==> src/rtl/spw_tx_pkg.sv <==
// Shared definitions for the SpaceWire TX staging path.
//   FCT_CREDIT_STEP : credits granted by one received FCT
//   CREDIT_MAX      : largest credit value the link may hold
//   NCHAR_EOP/EEP   : N-char control codes (bit 8 set = control character)
//   tcode_state_t   : time-code handshake states
package spw_tx_pkg;

   localparam int FCT_CREDIT_STEP = 8;
   localparam int CREDIT_MAX      = 56;

   localparam logic [8:0] NCHAR_EOP = 9'h100;
   localparam logic [8:0] NCHAR_EEP = 9'h101;

   typedef enum logic {
      IDLE = 1'b0,
      PEND = 1'b1
   } tcode_state_t;

endpackage

==> src/rtl/tx_stage_fifo.sv <==
// Small register-array FIFO holding N-chars waiting for the encoder.
// Ports:
//   clk, resetn     : clock, async active-low reset
//   clear           : synchronous clear (empties FIFO and zeroes storage)
//   push, wr_data   : write strobe and data (ignored when full)
//   pop             : read strobe (ignored when empty)
//   rd_data         : head entry, read straight from the register array
//   full, empty     : derived from the registered occupancy count
module tx_stage_fifo #(
   parameter int DATA_W = 9,
   parameter int DEPTH  = 4
) (
   input  logic              clk,
   input  logic              resetn,
   input  logic              clear,
   input  logic              push,
   input  logic [DATA_W-1:0] wr_data,
   input  logic              pop,
   output logic [DATA_W-1:0] rd_data,
   output logic              full,
   output logic              empty
);

   localparam int AW = $clog2(DEPTH);
   localparam logic [AW:0] FULL_CNT = (AW+1)'(DEPTH);

   logic [DATA_W-1:0] mem [DEPTH];
   logic [AW-1:0]     wr_ptr;
   logic [AW-1:0]     rd_ptr;
   logic [AW:0]       count;
   logic              do_push;
   logic              do_pop;

   assign full    = (count == FULL_CNT);
   assign empty   = (count == '0);
   assign do_push = push & ~full;
   assign do_pop  = pop & ~empty;
   assign rd_data = mem[rd_ptr];

   // Storage is zeroed on clear so the head output reads 0 while disabled.
   always_ff @(posedge clk or negedge resetn) begin
      if (!resetn) begin
         for (int i = 0; i < DEPTH; i++) mem[i] <= '0;
         wr_ptr <= '0;
         rd_ptr <= '0;
         count  <= '0;
      end else if (clear) begin
         for (int i = 0; i < DEPTH; i++) mem[i] <= '0;
         wr_ptr <= '0;
         rd_ptr <= '0;
         count  <= '0;
      end else begin
         if (do_push) begin
            mem[wr_ptr] <= wr_data;
            wr_ptr      <= wr_ptr + 1'b1;   // DEPTH is a power of 2: natural wrap
         end
         if (do_pop) rd_ptr <= rd_ptr + 1'b1;
         case ({do_push, do_pop})
            2'b10:   count <= count + 1'b1;
            2'b01:   count <= count - 1'b1;
            default: count <= count;
         endcase
      end
   end

endmodule

==> src/rtl/tx_data_stage.sv <==
// TX staging block between the host write interface and the SpaceWire TX
// encoder: DEPTH-entry N-char FIFO, optional FCT credit gate, and a single
// pending time-code slot with ready/ack handshake.
// Build option: define TX_CREDIT_EN to enable the FCT credit counter; without
// it process_data = FIFO not empty, fct_rcvd is ignored, credit_err is 0.
// Ports:
//   pclk_tx, resetn    : clock, async active-low reset
//   enable_tx          : 0 clears FIFO, credits, time-code state on next edge
//   data_tx_i, txwrite_tx, ready_tx          : host push side
//   tx_data_in, process_data, get_data       : encoder pop side
//   fct_rcvd, credit_err, credit             : credit input, overflow pulse, debug view
//   timecode_tx_i, tickin_tx                 : time-code request
//   tx_tcode_in, tcode_rdy_trnsp, tcode_ack  : time-code handshake to encoder
//   tick_drop, tcode_state                   : overwrite pulse, FSM debug view
// Handshakes: a push happens on an edge where txwrite_tx & ready_tx; a pop
// happens where get_data & process_data; a time-code is taken where
// tcode_rdy_trnsp & tcode_ack. Strobes without their qualifier are ignored.
module tx_data_stage
   import spw_tx_pkg::*;
#(
   parameter int DATA_W   = 9,
   parameter int DEPTH    = 4,
   parameter int CREDIT_W = 6
) (
   input  logic                pclk_tx,
   input  logic                resetn,
   input  logic                enable_tx,
   input  logic [DATA_W-1:0]   data_tx_i,
   input  logic                txwrite_tx,
   output logic                ready_tx,
   input  logic                fct_rcvd,
   input  logic                get_data,
   output logic [DATA_W-1:0]   tx_data_in,
   output logic                process_data,
   input  logic [7:0]          timecode_tx_i,
   input  logic                tickin_tx,
   input  logic                tcode_ack,
   output logic [7:0]          tx_tcode_in,
   output logic                tcode_rdy_trnsp,
   output logic                credit_err,
   output logic                tick_drop,
   output logic [CREDIT_W-1:0] credit,
   output tcode_state_t        tcode_state
);

   logic en_q;
   logic full;
   logic empty;
   logic push;
   logic pop;

   // en_q keeps ready_tx low in reset and in the cycle after a clear.
   always_ff @(posedge pclk_tx or negedge resetn) begin
      if (!resetn) en_q <= 1'b0;
      else         en_q <= enable_tx;
   end

   assign ready_tx = en_q & ~full;
   assign push     = txwrite_tx & ready_tx;
   assign pop      = get_data & process_data;

   tx_stage_fifo #(.DATA_W(DATA_W), .DEPTH(DEPTH)) u_fifo (
      .clk     (pclk_tx),
      .resetn  (resetn),
      .clear   (~enable_tx),
      .push    (push),
      .wr_data (data_tx_i),
      .pop     (pop),
      .rd_data (tx_data_in),
      .full    (full),
      .empty   (empty)
   );

`ifdef TX_CREDIT_EN
   logic [CREDIT_W-1:0] credit_q;
   logic [CREDIT_W-1:0] credit_after_pop;
   logic [CREDIT_W:0]   credit_sum;
   logic                credit_err_q;

   // Overflow is judged after the same-cycle pop has been taken off.
   assign credit_after_pop = credit_q - CREDIT_W'(pop);
   assign credit_sum       = {1'b0, credit_after_pop} + (CREDIT_W+1)'(FCT_CREDIT_STEP);

   always_ff @(posedge pclk_tx or negedge resetn) begin
      if (!resetn) begin
         credit_q     <= '0;
         credit_err_q <= 1'b0;
      end else if (!enable_tx) begin
         credit_q     <= '0;
         credit_err_q <= 1'b0;
      end else begin
         credit_err_q <= 1'b0;
         if (fct_rcvd && (credit_sum > (CREDIT_W+1)'(CREDIT_MAX))) begin
            credit_q     <= credit_after_pop;
            credit_err_q <= 1'b1;
         end else if (fct_rcvd) begin
            credit_q <= credit_sum[CREDIT_W-1:0];
         end else begin
            credit_q <= credit_after_pop;
         end
      end
   end

   assign process_data = ~empty & (credit_q != '0);
   assign credit_err   = credit_err_q;
   assign credit       = credit_q;
`else
   logic unused_fct;
   assign unused_fct   = fct_rcvd;
   assign process_data = ~empty;
   assign credit_err   = 1'b0;
   assign credit       = '0;
`endif

   // Time-code slot: one pending value, a newer request always overwrites.
   tcode_state_t state_q;
   tcode_state_t state_d;
   logic [7:0]   tcode_q;
   logic         load;
   logic         drop_d;
   logic         drop_q;

   always_comb begin
      state_d = state_q;
      load    = 1'b0;
      drop_d  = 1'b0;
      case (state_q)
         IDLE: begin
            if (tickin_tx) begin
               load    = 1'b1;
               state_d = PEND;
            end
         end
         PEND: begin
            if (tickin_tx) begin
               load   = 1'b1;
               // Acked in the same cycle: the old value was delivered, not lost.
               drop_d = ~tcode_ack;
            end else if (tcode_ack) begin
               state_d = IDLE;
            end
         end
         default: state_d = IDLE;
      endcase
   end

   always_ff @(posedge pclk_tx or negedge resetn) begin
      if (!resetn) begin
         state_q <= IDLE;
         tcode_q <= '0;
         drop_q  <= 1'b0;
      end else if (!enable_tx) begin
         state_q <= IDLE;
         tcode_q <= '0;
         drop_q  <= 1'b0;
      end else begin
         state_q <= state_d;
         drop_q  <= drop_d;
         if (load) tcode_q <= timecode_tx_i;
      end
   end

   assign tx_tcode_in     = tcode_q;
   assign tcode_rdy_trnsp = (state_q == PEND);
   assign tick_drop       = drop_q;
   assign tcode_state     = state_q;

endmodule
==> config.mk <==
export PLATFORM = sky130hd
export DESIGN_NAME = tx_data_stage
export DESIGN_NICKNAME = d
export VERILOG_FILES = /design/src/rtl/spw_tx_pkg.sv /design/src/rtl/tx_stage_fifo.sv /design/src/rtl/tx_data_stage.sv
export SDC_FILE = /design/constraint.sdc
export NUM_CORES = 1
export LEC_CHECK = 0
export CAP_MARGIN = 20
export CORE_MARGIN = 5
export CORE_UTILIZATION = 34
export DETAILED_ROUTE_END_ITERATION = 8
export DONT_BUFFER_PORTS = 1
export HOLD_SLACK_MARGIN = 0.12
export PLACE_DENSITY = 0.49
export SLEW_MARGIN = 20
export SYNTH_ARGS = -nofsm -noshare
export SYNTH_HDL_FRONTEND = slang
export SYNTH_SLANG_ARGS = --single-unit
==> constraint.sdc <==
create_clock -name pclk_tx -period 3.2 [get_ports pclk_tx]
set_input_delay 0.32 -clock pclk_tx [delete_from_list [all_inputs] [get_ports pclk_tx]]
set_output_delay 0.32 -clock pclk_tx [all_outputs]
set_load 0.005 [all_outputs]
==> flow_metrics.tcl <==
set metrics [dict create \
    run_status "completed" \
    avg_inst_size_synth_sq_um 10.6 \
    final.period_utilization_pct 72.2 \
    r2r_start "u_fifo.count[2]" \
    max_freq_ghz 0.433 \
    grt_overflow 0 \
    startpoint_type "flip-flop" \
    post_synth_num_cell_types 29 \
    worst_hold_slack_ns 0.143 \
    port_buffer_cells 0 \
    tightestPinTransition_ns 0.765 \
    drive_gt1_share_pct 7.66 \
    cts_post_setup_buffers_inserted 0 \
    regToRegEndpoint "u_fifo.count[2]" \
    worst_setup_path_end_kind "flip-flop" \
    avgViaCountPerCell 5.23 \
    area_growth_pct 4.82 \
    rsz0062_at_grt "no" \
    vdd.ir_drop.worst_uv 199 \
    drt_first_pass_iters 4 \
    worst_hold_startpoint "data_tx_i[4]" \
    fillCellCount 793 \
    number_of_antenna_violations_at_the_first_check_in_global_routing 0 \
    max_cap_violations 0 \
    finalHoldViolCount 0 \
    synth_warnings 0 \
    final.min_clock_period_ns 2.31 \
    die_height_microns 99.9 \
    grt_start_max_net_pins 58 \
    leakage_power_nw 1.19 \
    timing.critical_path.fanout_max 41 \
    gp_congestion 0.687 \
    setup_viol 0 \
    die-area_sq_um 9990 \
    cp.arrival_ns 2.51 \
    cp_slowest_cell "and2_4" \
    core-area_sq_um 7810 \
    cp_cell_sequence "or3b_1, and2_4, nor2_1, fa_1, a211oi_1, a21oi_2, mux2i_1" \
    clkSlewWorstSetupHoldPaths_ns 0.10 \
    path_class "flip-flop to flip-flop" \
    route.antenna.remaining_nets 0 \
    dr_total_vias 1829 \
    report.final.slew_viol_count 0 \
    insertion_delay_ns 0.31 \
    worst_clk_skew_ns 0.0105 \
    drtIter0Drc 100 \
    slowest_delay_ns 0.50 \
    groute.usage.overall_pct 13.7 \
    power_density_normalized_to_cell_area_nw_per_um2 545 \
    netlist_instances 259 \
    dp_hpwl_mm 3.94 \
    via_count_of_the_first_global_routing_pass 1808 \
    drcViolationCount 0 \
    maximum_buffer_depth_of_the_clock_tree 2 \
    synth-seq-area-share_pct 49.1 \
    routed_wire_length_per_instance_microns 19.1 \
    die_width_microns 99.9 \
    timing.hold.worst_path_depth 2 \
    slew_headroom_pct 49.0 \
    syn_area_sq_um 2750 \
    io-pin-count 54 \
    fin_nets 277 \
    clock-sinks 54 \
    cts_tree "built" \
    timing.hold.worst.class "input port to flip-flop" \
    htree_levels 2 \
    hold-path-endpoint "u_fifo.mem[4]" \
    yosys_reg_bits 54 \
    r2r_slack_ns 0.89 \
    final.setup.tns_ns 0 \
    antenna_cells_inserted 0 \
    grt_pass1_wl_mm 10.4 \
    cts.root.buffer_cell "clkbuf_8" \
    cp_data_required_time_ns 3.40 \
    totalWireLength_mm 6.67 \
    floorplan.initialDensity_pct 35.2 \
    cts_buffers 5 \
    worst_r2r_path_depth 7 \
    fp-row-count 32 \
]
power by group:
part           switching, mW  internal (mW)
Combinational          0.179          0.164
Sequential            0.0926          0.732
Clock                  0.229          0.175
Total                  0.501           1.07
cell usage in the layout (no fill, tap or decap), types with 2 or more instances in the layout:
| cell type | count |
|---|---|
| dlygate4sd3_1 | 2 |
| dfrtp_1 | 54 |
| nand2_1 | 40 |
| nand2b_1 | 2 |
| ha_1 | 4 |
| a21boi_0 | 36 |
| clkbuf_8 | 6 |
| mux4_2 | 9 |
| nor2b_1 | 10 |
| mux2i_1 | 12 |
| xnor2_1 | 3 |
| inv_1 | 2 |
| and2_1 | 6 |
| conb_1 | 7 |
| nand3_1 | 41 |
final cells by class:
class | instances | area [sq um] | area share [%]
clock buffers | 7 | 86.3 | 2.99
clock inverters | 1 | 5.00 | 0.174
inverters | 2 | 7.51 | 0.260
multi-input cells | 181 | 1260 | 43.6
flip-flops and latches | 54 | 1350 | 46.9
well taps | 102 | 128 | 4.43
repair buffers | 3 | 47.5 | 1.65
critical path, delay by kind of cell, from the launching register on:
family	cells	cell delay, ns
simple gates	3	0.91
mux	1	0.13
fa+ha+maj	1	0.41
compound gates	2	0.33
flops	1	0.43
per-stage QoR:
step | cell area [sq um] | setup WS, ns | power [mW] | util (%) | cells
after floorplan | 2770 | 1.12 | 1.11 | - | 265
after global placement | 2740 | 0.916 | 1.16 | 35.1 | 339
after detailed placement | 2740 | 0.883 | 1.17 | 35.1 | 339
after CTS | 2880 | 0.867 | 1.60 | 36.9 | 350
after global routing | 2880 | 0.657 | 1.66 | 36.9 | 350
final | 2880 | 0.889 | 1.57 | 36.9 | 350
routing by layer:
metal  up-vias  track usage (%)  wire length (microns)
met1       926             17.9                   2960
met2        42             22.4                   3330
met5         -                0                      0
met4         0             4.41                     92
li1        855                -                      -
met3         6             3.27                    293
how the worst max path moves through the flow:
stage | startpoint | endpoint | slack, ns | depth (start not counted)
CTS | u_fifo.count[2] | u_fifo.count[2] | 0.87 | 7
detailed placement | u_fifo.count[2] | u_fifo.count[2] | 0.88 | 7
finish | u_fifo.count[2] | u_fifo.count[2] | 0.89 | 7
global route | u_fifo.count[0] | u_fifo.count[2] | 0.66 | 7
global placement | u_fifo.count[2] | u_fifo.count[2] | 0.92 | 7
floorplan | u_fifo.count[1] | u_fifo.count[1] | 1.12 | 9
cells by family (layout without fill, tap and decap cells):
| logic type | after synthesis | after routing | share of synthesized area, % |
|---|---|---|---|
| simple gates | 104 | 104 | 18.2 |
| flops | 54 | 54 | 49.1 |
| compound gates | 40 | 40 | 11.0 |
| buf+inv | 30 | 13 | 5.96 |
| mux | 21 | 21 | 11.7 |
| fa+ha+maj | 5 | 5 | 2.55 |
| xor+xnor | 4 | 4 | 1.27 |
| other cells | 1 | 7 | 0.136 |
synth_stat cells:
master / n / share of area, %
nor2b_1: 10 / 2.3
xor2_1: 1 / 0.32
or3_1: 1 / 0.23
and2_1: 6 / 1.4
inv_1: 2 / 0.27
fa_1: 1 / 0.73
o21a_1: 1 / 0.27
mux4_2: 9 / 7.4
and3_1: 1 / 0.23
nor2_1: 1 / 0.14
a211oi_1: 1 / 0.27
conb_1: 1 / 0.14
nand2_1: 40 / 5.5
o31ai_1: 1 / 0.27
buf_1: 4 / 0.55
a21boi_0: 36 / 9.8
nand2b_1: 2 / 0.45
dfrtp_1: 54 / 49
nand3_1: 41 / 7.5
or3b_1: 1 / 0.32
mux2i_1: 12 / 4.4
clkbuf_1: 9 / 1.2
buf_4: 8 / 2.2
buf_2: 5 / 0.91
a21oi_2: 1 / 0.32
and2_4: 1 / 0.32
buf_6: 2 / 0.82
xnor2_1: 3 / 0.96
ha_1: 4 / 1.8
state kept, by name (all words and copies together), names as in the netlist:
name,flops
u_fifo.count,3
u_fifo.rd_ptr,2
tx_tcode_in,8
u_fifo.mem,36
tick_drop,1
tcode_rdy_trnsp,1
u_fifo.wr_ptr,2
en_q,1
repair_timing:
action,CTS,global route
hold endpoints to repair,55,0
hold buffers,3,0
gates resized for setup,0,0
Power figures use the tool's default switching activity.
